==> config.mk <==
export PLATFORM = sky130hd
export DESIGN_NAME = qam_symbol_sequencer
export DESIGN_NICKNAME = d
export VERILOG_FILES = /design/src/rtl/qam_pkg.sv /design/src/rtl/qam_sym_fifo.sv /design/src/rtl/qam_symbol_sequencer.sv
export SDC_FILE = /design/constraint.sdc
export NUM_CORES = 1
export LEC_CHECK = 0
export BUFFER_PORTS_ARGS = -buffer_cell sky130_fd_sc_hd__buf_2
export CAP_MARGIN = 15
export CORE_MARGIN = 10
export CORE_UTILIZATION = 62
export CTS_CLUSTER_SIZE = 20
export DETAILED_ROUTE_END_ITERATION = 8
export GPL_ROUTABILITY_DRIVEN = 1
export PLACE_DENSITY = 0.83
export SYNTH_ARGS = -nofsm -noshare
export SYNTH_HDL_FRONTEND = slang
export SYNTH_SLANG_ARGS = --single-unit
export TNS_END_PERCENT = 30
==> constraint.sdc <==
create_clock -name clk_16 -period 8.68 [get_ports clk_16]
set_input_delay 2.17 -clock clk_16 [delete_from_list [all_inputs] [get_ports clk_16]]
set_output_delay 2.17 -clock clk_16 [all_outputs]
set_load 0.02 [all_outputs]
==> src/rtl/qam_pkg.sv <==
// == qam_pkg : shared types and defaults for the 16-QAM symbol sequencer ==
// == rev 1.0                                                              ==
`default_nettype none

package qam_pkg;

  typedef logic [3:0] sym_t;

  typedef enum logic [1:0] {
    IDLE     = 2'd0,
    PREAMBLE = 2'd1,
    DATA     = 2'd2,
    DRAIN    = 2'd3
  } seq_state_t;

  localparam sym_t DEF_PRE_A    = 4'hF;
  localparam sym_t DEF_PRE_B    = 4'h0;
  localparam sym_t DEF_IDLE_SYM = 4'h0;

  // Upper two bits drive the I amplitude, lower two the Q amplitude.
  function automatic logic [1:0] sym_i_bits(input sym_t s);
    return s[3:2];
  endfunction

  function automatic logic [1:0] sym_q_bits(input sym_t s);
    return s[1:0];
  endfunction

endpackage

`default_nettype wire

==> src/rtl/qam_sym_fifo.sv <==
// == qam_sym_fifo : synchronous symbol FIFO, registered occupancy count ==
// == rev 1.0                                                            ==
`default_nettype none

module qam_sym_fifo
  import qam_pkg::*;
#(
  parameter int DEPTH = 4
) (
  input  logic                     clk,
  input  logic                     rst,
  input  logic                     push,
  input  logic                     pop,
  input  sym_t                     din,
  output sym_t                     dout,
  output logic                     full,
  output logic                     empty,
  output logic [$clog2(DEPTH):0]   level
);

  localparam int AW = $clog2(DEPTH);
  localparam int LW = AW + 1;

  sym_t            mem_q [DEPTH];
  logic [AW-1:0]   wr_ptr_q;
  logic [AW-1:0]   rd_ptr_q;
  logic [LW-1:0]   level_q;
  logic            w_do_push;
  logic            w_do_pop;

  assign empty = (level_q == '0);
  assign full  = (level_q == LW'(DEPTH));
  assign level = level_q;
  assign dout  = mem_q[rd_ptr_q];

  // A full FIFO still accepts a push when the same cycle pops a slot free.
  assign w_do_pop  = pop && !empty;
  assign w_do_push = push && (!full || w_do_pop);

  always_ff @(posedge clk) begin
    if (w_do_push) begin
      mem_q[wr_ptr_q] <= din;
    end
  end

  always_ff @(posedge clk) begin
    if (rst) begin
      wr_ptr_q <= '0;
      rd_ptr_q <= '0;
      level_q  <= '0;
    end else begin
      if (w_do_push) begin
        wr_ptr_q <= wr_ptr_q + AW'(1);
      end
      if (w_do_pop) begin
        rd_ptr_q <= rd_ptr_q + AW'(1);
      end
      if (w_do_push && !w_do_pop) begin
        level_q <= level_q + LW'(1);
      end else if (!w_do_push && w_do_pop) begin
        level_q <= level_q - LW'(1);
      end
    end
  end

endmodule

`default_nettype wire

==> src/rtl/qam_symbol_sequencer.sv <==
// == qam_symbol_sequencer : bit assembly, preamble/data/drain sequencing ==
// == and carrier phase generation for the 16-QAM modulator.  rev 1.0     ==
`default_nettype none

module qam_symbol_sequencer
  import qam_pkg::*;
#(
  parameter int   SPS          = 16,
  parameter int   PHASE_W      = 4,
  parameter int   FIFO_DEPTH   = 4,
  parameter int   PREAMBLE_LEN = 4,
  parameter sym_t PRE_A        = DEF_PRE_A,
  parameter sym_t PRE_B        = DEF_PRE_B,
  parameter sym_t IDLE_SYM     = DEF_IDLE_SYM
) (
  input  logic                          clk_16,
  input  logic                          rst,
  input  logic                          enable,
  input  logic                          bit_in,
  input  logic                          bit_valid,
  output logic [1:0]                    bitsa,
  output logic [1:0]                    bitsb,
  output logic [PHASE_W-1:0]            carrier_phase,
  output logic                          sym_strobe,
  output logic                          tx_active,
  output logic [$clog2(FIFO_DEPTH):0]   fifo_level,
  output logic                          underrun,
  output logic                          overflow
);

  localparam int CNT_W  = $clog2(SPS);
  localparam int SLOT_W = $clog2(PREAMBLE_LEN + 1);

  seq_state_t          state_q, state_d;
  logic [CNT_W-1:0]    cnt_q, cnt_d;
  logic [SLOT_W-1:0]   slot_q, slot_d;
  logic [PHASE_W-1:0]  phase_q, phase_d;
  sym_t                cur_sym_q, cur_sym_d;
  logic                strobe_q, strobe_d;
  logic                active_q, active_d;
  logic                underrun_q, underrun_d;
  logic                overflow_q, overflow_d;
  logic [2:0]          shreg_q, shreg_d;
  logic [1:0]          bitcnt_q, bitcnt_d;

  logic                w_boundary;
  logic                w_next_sym;
  logic                w_to_idle;
  logic                w_accept;
  logic                w_push;
  logic                w_pop;
  sym_t                w_fifo_dout;
  logic                w_fifo_full;
  logic                w_fifo_empty;

  assign w_boundary = active_q && (cnt_q == CNT_W'(SPS - 1));
  assign w_accept   = bit_valid && enable && !rst;

  qam_sym_fifo #(
    .DEPTH (FIFO_DEPTH)
  ) u_fifo (
    .clk   (clk_16),
    .rst   (rst),
    .push  (w_push),
    .pop   (w_pop),
    .din   ({shreg_q, bit_in}),
    .dout  (w_fifo_dout),
    .full  (w_fifo_full),
    .empty (w_fifo_empty),
    .level (fifo_level)
  );

  always_comb begin
    state_d    = state_q;
    cnt_d      = cnt_q;
    slot_d     = slot_q;
    phase_d    = phase_q;
    cur_sym_d  = cur_sym_q;
    strobe_d   = 1'b0;
    active_d   = active_q;
    underrun_d = underrun_q;
    w_next_sym = 1'b0;
    w_to_idle  = 1'b0;
    w_pop      = 1'b0;

    if (active_q) begin
      cnt_d   = w_boundary ? '0 : cnt_q + CNT_W'(1);
      phase_d = phase_q + PHASE_W'(1);
    end

    case (state_q)
      IDLE: begin
        cnt_d     = '0;
        slot_d    = '0;
        phase_d   = '0;
        cur_sym_d = '0;
        if (enable) begin
          state_d   = PREAMBLE;
          active_d  = 1'b1;
          cur_sym_d = PRE_A;
          strobe_d  = 1'b1;
        end
      end
      PREAMBLE: begin
        // enable is only consulted once the last preamble slot has ended.
        if (w_boundary) begin
          if (slot_q == SLOT_W'(PREAMBLE_LEN - 1)) begin
            w_next_sym = 1'b1;
          end else begin
            slot_d    = slot_q + SLOT_W'(1);
            cur_sym_d = slot_q[0] ? PRE_A : PRE_B;
            strobe_d  = 1'b1;
          end
        end
      end
      DATA, DRAIN: begin
        state_d    = enable ? DATA : DRAIN;
        w_next_sym = w_boundary;
      end
      default: state_d = IDLE;
    endcase

    // Symbol selection after the preamble: enable picks DATA or DRAIN rules.
    if (w_next_sym) begin
      strobe_d = 1'b1;
      if (!w_fifo_empty) begin
        w_pop     = 1'b1;
        cur_sym_d = w_fifo_dout;
        state_d   = enable ? DATA : DRAIN;
      end else if (enable) begin
        cur_sym_d  = IDLE_SYM;
        underrun_d = 1'b1;
        state_d    = DATA;
      end else begin
        state_d   = IDLE;
        w_to_idle = 1'b1;
        active_d  = 1'b0;
        strobe_d  = 1'b0;
        cur_sym_d = '0;
        cnt_d     = '0;
        phase_d   = '0;
      end
    end

    shreg_d  = shreg_q;
    bitcnt_d = bitcnt_q;
    w_push   = 1'b0;
    if (w_to_idle) begin
      shreg_d  = '0;
      bitcnt_d = '0;
    end else if (w_accept) begin
      shreg_d  = {shreg_q[1:0], bit_in};
      bitcnt_d = bitcnt_q + 2'd1;
      w_push   = (bitcnt_q == 2'd3);
    end

    overflow_d = overflow_q | (w_push & w_fifo_full & ~w_pop);
  end

  always_ff @(posedge clk_16) begin
    if (rst) begin
      state_q    <= IDLE;
      cnt_q      <= '0;
      slot_q     <= '0;
      phase_q    <= '0;
      cur_sym_q  <= '0;
      strobe_q   <= 1'b0;
      active_q   <= 1'b0;
      underrun_q <= 1'b0;
      overflow_q <= 1'b0;
      shreg_q    <= '0;
      bitcnt_q   <= '0;
    end else begin
      state_q    <= state_d;
      cnt_q      <= cnt_d;
      slot_q     <= slot_d;
      phase_q    <= phase_d;
      cur_sym_q  <= cur_sym_d;
      strobe_q   <= strobe_d;
      active_q   <= active_d;
      underrun_q <= underrun_d;
      overflow_q <= overflow_d;
      shreg_q    <= shreg_d;
      bitcnt_q   <= bitcnt_d;
    end
  end

  assign bitsa         = sym_i_bits(cur_sym_q);
  assign bitsb         = sym_q_bits(cur_sym_q);
  assign carrier_phase = phase_q;
  assign sym_strobe    = strobe_q;
  assign tx_active     = active_q;
  assign underrun      = underrun_q;
  assign overflow      = overflow_q;

endmodule

`default_nettype wire

==> results.yml <==
status:
  outcome: "finished, final reports clean"
timing:
  rsz0062_at_grt: "no"
  hold_viol_final: 0
  period_needed_ps: 4430
  drv_slew: 0
  slew_headroom_pct: 59.6
  fin_ws_ps: 4250
  fin_crit_sh_pct: 51.1
  fmax_mhz: 226
  finalClockSkew_ps: 12.1
  tightest_slew_ps: 604
  setup_viol: 0
  tns_ps: 0
clock_tree:
  numCtsBuffers: 5
  cts_hold_buf: 0
  cts_resized: 0
  tritoncts: "yes"
  cts_buffer_depth: 2
  clk_latency_ps: 380
  htreeDepth: 2
  root_buffer: "clkbuf_4"
  cts_setup_buffers: 0
  cts_num_sinks: 51
  clk_pin_slew_ps: 140
flow_run:
  maxCapViolCount: 0
detailed_routing:
  finalWirelength_mm: 4.23
  drt-vias-per-instance: 5.67
  first_pass_iters: 4
  routedWlPerCell_um: 16.1
  drt-initial-drc-count: 67
  postRouteAntennaNets: 0
  drcViolationCount: 0
  vias: 1490
cells_and_area:
  layout-drive-gt1-share_pct: 17.5
  nFillCells: 261
  layout_commonest_cell: "dfxtp_1"
  final-seq-area_mm2: 0.00118
  final_nets: 232
  final_util_pct: 71.0
  area_delta_synth_final_pct: 9.27
  multi_input_comb_area_um2: 951
  n_antenna_cell: 0
  final_cell_mix: "dfxtp_1, nor2_1, buf_2"
  final_cell_area_mm2: 0.00239
floorplanning:
  dieWidth_um: 79.4
  coreArea_mm2: 0.00336
  fp-row-count: 21
  ios: 20
  start_util_pct: 65.0
  die_y_um: 79.4
  dieArea_mm2: 0.00630
global_routing:
  grt_pass1_vias: 1558
  antenna_found_initial: 0
  grt_overflow: 0
  grt.total_usage_pct: 14.5
  grt_pass1_wl_mm: 7.20
  grt_max_degree: 24
placed_design:
  pre_cts_ws_ps: 3890
  place.gp.congestion: 0.777
  dp_hpwl_mm: 3.27
  place_area_mm2: 0.00231
  port_buffers: 19
yosys:
  synth-simple-area-share_pct: 16.0
  synthAdderAreaFrac_pct: 6.64
  syn_inst: 195
  syn_avg_cell_area_um2: 11.2
  ys_ff_latch: 51
  synth_nets: 211
  syn_area_mm2: 0.00219
  synth-xor-area-share_pct: 4.41
  ys.warnings.count: 0
  synth_cell_types: 39
  synth_compound_area_share_pct: 9.10
  synthMuxAreaShare_pct: 7.38
  synth_top_family_by_area: "simple AND/OR/NAND/NOR gates"
  synth_seq_area_share_pct: 54.0
pwr:
  totalPowerFinal_w: 0.000402
  p_per_area_mw_per_mm2: 168
  sw_frac_of_total_pct: 23.6
  leakagePower_nw: 0.983
  switching_power_w: 0.0000950
  power.internal_w: 0.000307
  clkPwrFrac_pct: 31.0
  peakVddDrop_uv: 127
  seqPwrFrac_pct: 63.1
  power_frac_comb_pct: 5.9
worst_setup_path:
  crit_type: "input port to flop"
  cp_max_fo: 23
  required_ps: 9000
  cp-end-kind: "flop"
  start_kind: "input port"
  cp.arrival_ps: 4750
min_path:
  hp-class: "flop to flop"
-- per-stage QoR --
stage                     hold WS (ps)  cells
final                              488    263
after global routing               527    263
after CTS                          495    263
after detailed placement           463    255
after global placement             451    255
after floorplan                    450    195
-- routing by layer --
layer  vias up  track usage, %  wire (µm)
li1        734               -          -
met4         0            7.17        119
met3        12            5.52        210
met2        31            25.7       2240
met1       713            14.6       1670
met5         -               0          0
-- cell type report --
type	instances	area share (%)
clock buffers	7	2.78
clock inverters	1	0.314
inverters	8	1.26
multi-input cells	131	39.8
flip-flops and latches	51	49.4
well taps	46	2.41
repair buffers	19	3.98
-- synth_stat cells --
| cell | number | area, µm² |
|---|---|---|
| ha_1 | 10 | 125 |
| mux2i_1 | 6 | 60.1 |
| and3_1 | 4 | 25.0 |
| or3_1 | 1 | 6.26 |
| edfxtp_1 | 16 | 480 |
| a211oi_1 | 4 | 30.0 |
| nand3b_1 | 1 | 7.51 |
| o211ai_1 | 1 | 7.51 |
| o41ai_4 | 1 | 27.5 |
| buf_4 | 1 | 7.51 |
| or3_4 | 1 | 11.3 |
| buf_2 | 1 | 5.00 |
| inv_1 | 8 | 30.0 |
| nand3_1 | 3 | 15.0 |
| fa_1 | 1 | 20.0 |
| nand2_1 | 9 | 33.8 |
| o21a_1 | 1 | 7.51 |
| or2_2 | 2 | 12.5 |
| o211a_1 | 1 | 10.0 |
| nor2_1 | 33 | 124 |
| nand4b_1 | 1 | 8.76 |
| nand2b_1 | 2 | 12.5 |
| nand2b_4 | 1 | 13.8 |
| nor4_1 | 2 | 12.5 |
| a21o_1 | 1 | 7.51 |
| xnor2_1 | 4 | 35.0 |
| nand4_1 | 3 | 18.8 |
| xor2_1 | 7 | 61.3 |
| nor3_4 | 1 | 16.3 |
| nor3_1 | 5 | 25.0 |
| and2_1 | 1 | 6.26 |
| o21ai_0 | 5 | 25.0 |
| dfxtp_1 | 35 | 701 |
| o31ai_1 | 1 | 7.51 |
| a21oi_1 | 12 | 60.1 |
| mux2_2 | 1 | 11.3 |
| mux4_2 | 4 | 90.1 |
| a21oi_4 | 1 | 16.3 |
| clkbuf_1 | 3 | 11.3 |
-- cell families (layout without fill, tap and decap cells) --
family                     Yosys count  in the layout
muxes                               11             11
adders and majority gates           11             11
DFF                                 51             51
AOI/OAI and AO/OA                   28             28
buffers and inverters               13             35
xor gates and xnor gates            11             11
and+or+nand+nor                     70             70
-- path summary, 6_finish.rpt --
kind,startpoint,to,slack [ps],cells past startpoint
max,rst,u_fifo.level[2]$_SDFFE_PP0P_,4250,10
min,slot_q[2]$_SDFFE_PP0P_,slot_q[2]$_SDFFE_PP0P_,490,2
max reg2reg,tx_active$_SDFF_PP0_,u_fifo.level[2]$_SDFFE_PP0P_,5500,9
min reg2reg,slot_q[2]$_SDFFE_PP0P_,slot_q[2]$_SDFFE_PP0P_,490,2
-- power groups by stage --
| stage | combinational [W] | sequential (W) | clock (W) |
|---|---|---|---|
| final | 0.0000239 | 0.000253 | 0.000125 |
| after global routing | 0.0000261 | 0.000254 | 0.000135 |
| after CTS | 0.0000240 | 0.000253 | 0.000125 |
| after detailed placement | 0.0000238 | 0.000259 | 0 |
| after global placement | 0.0000223 | 0.000258 | 0 |
| after floorplan | 0.0000144 | 0.000260 | 0 |
-- worst max-delay path, cell delays in order --
cell,delay (ps)
buf_2,230
nand3b_1,470
or2_2,430
nor2_1,150
ha_1,210
inv_1,60
fa_1,390
xor2_1,160
or3_1,320
a21oi_1,140
-- registers in the layout, indices dropped and copies added (netlist names), 3 cells and up, named ones only --
name and flops:
u_fifo.level 3, shreg_q 3, u_fifo.mem_q 16, slot_q 3
carrier_phase 4, cur_sym_q 4, cnt_q 4
Note: power is estimated with default switching activity, not from simulation.
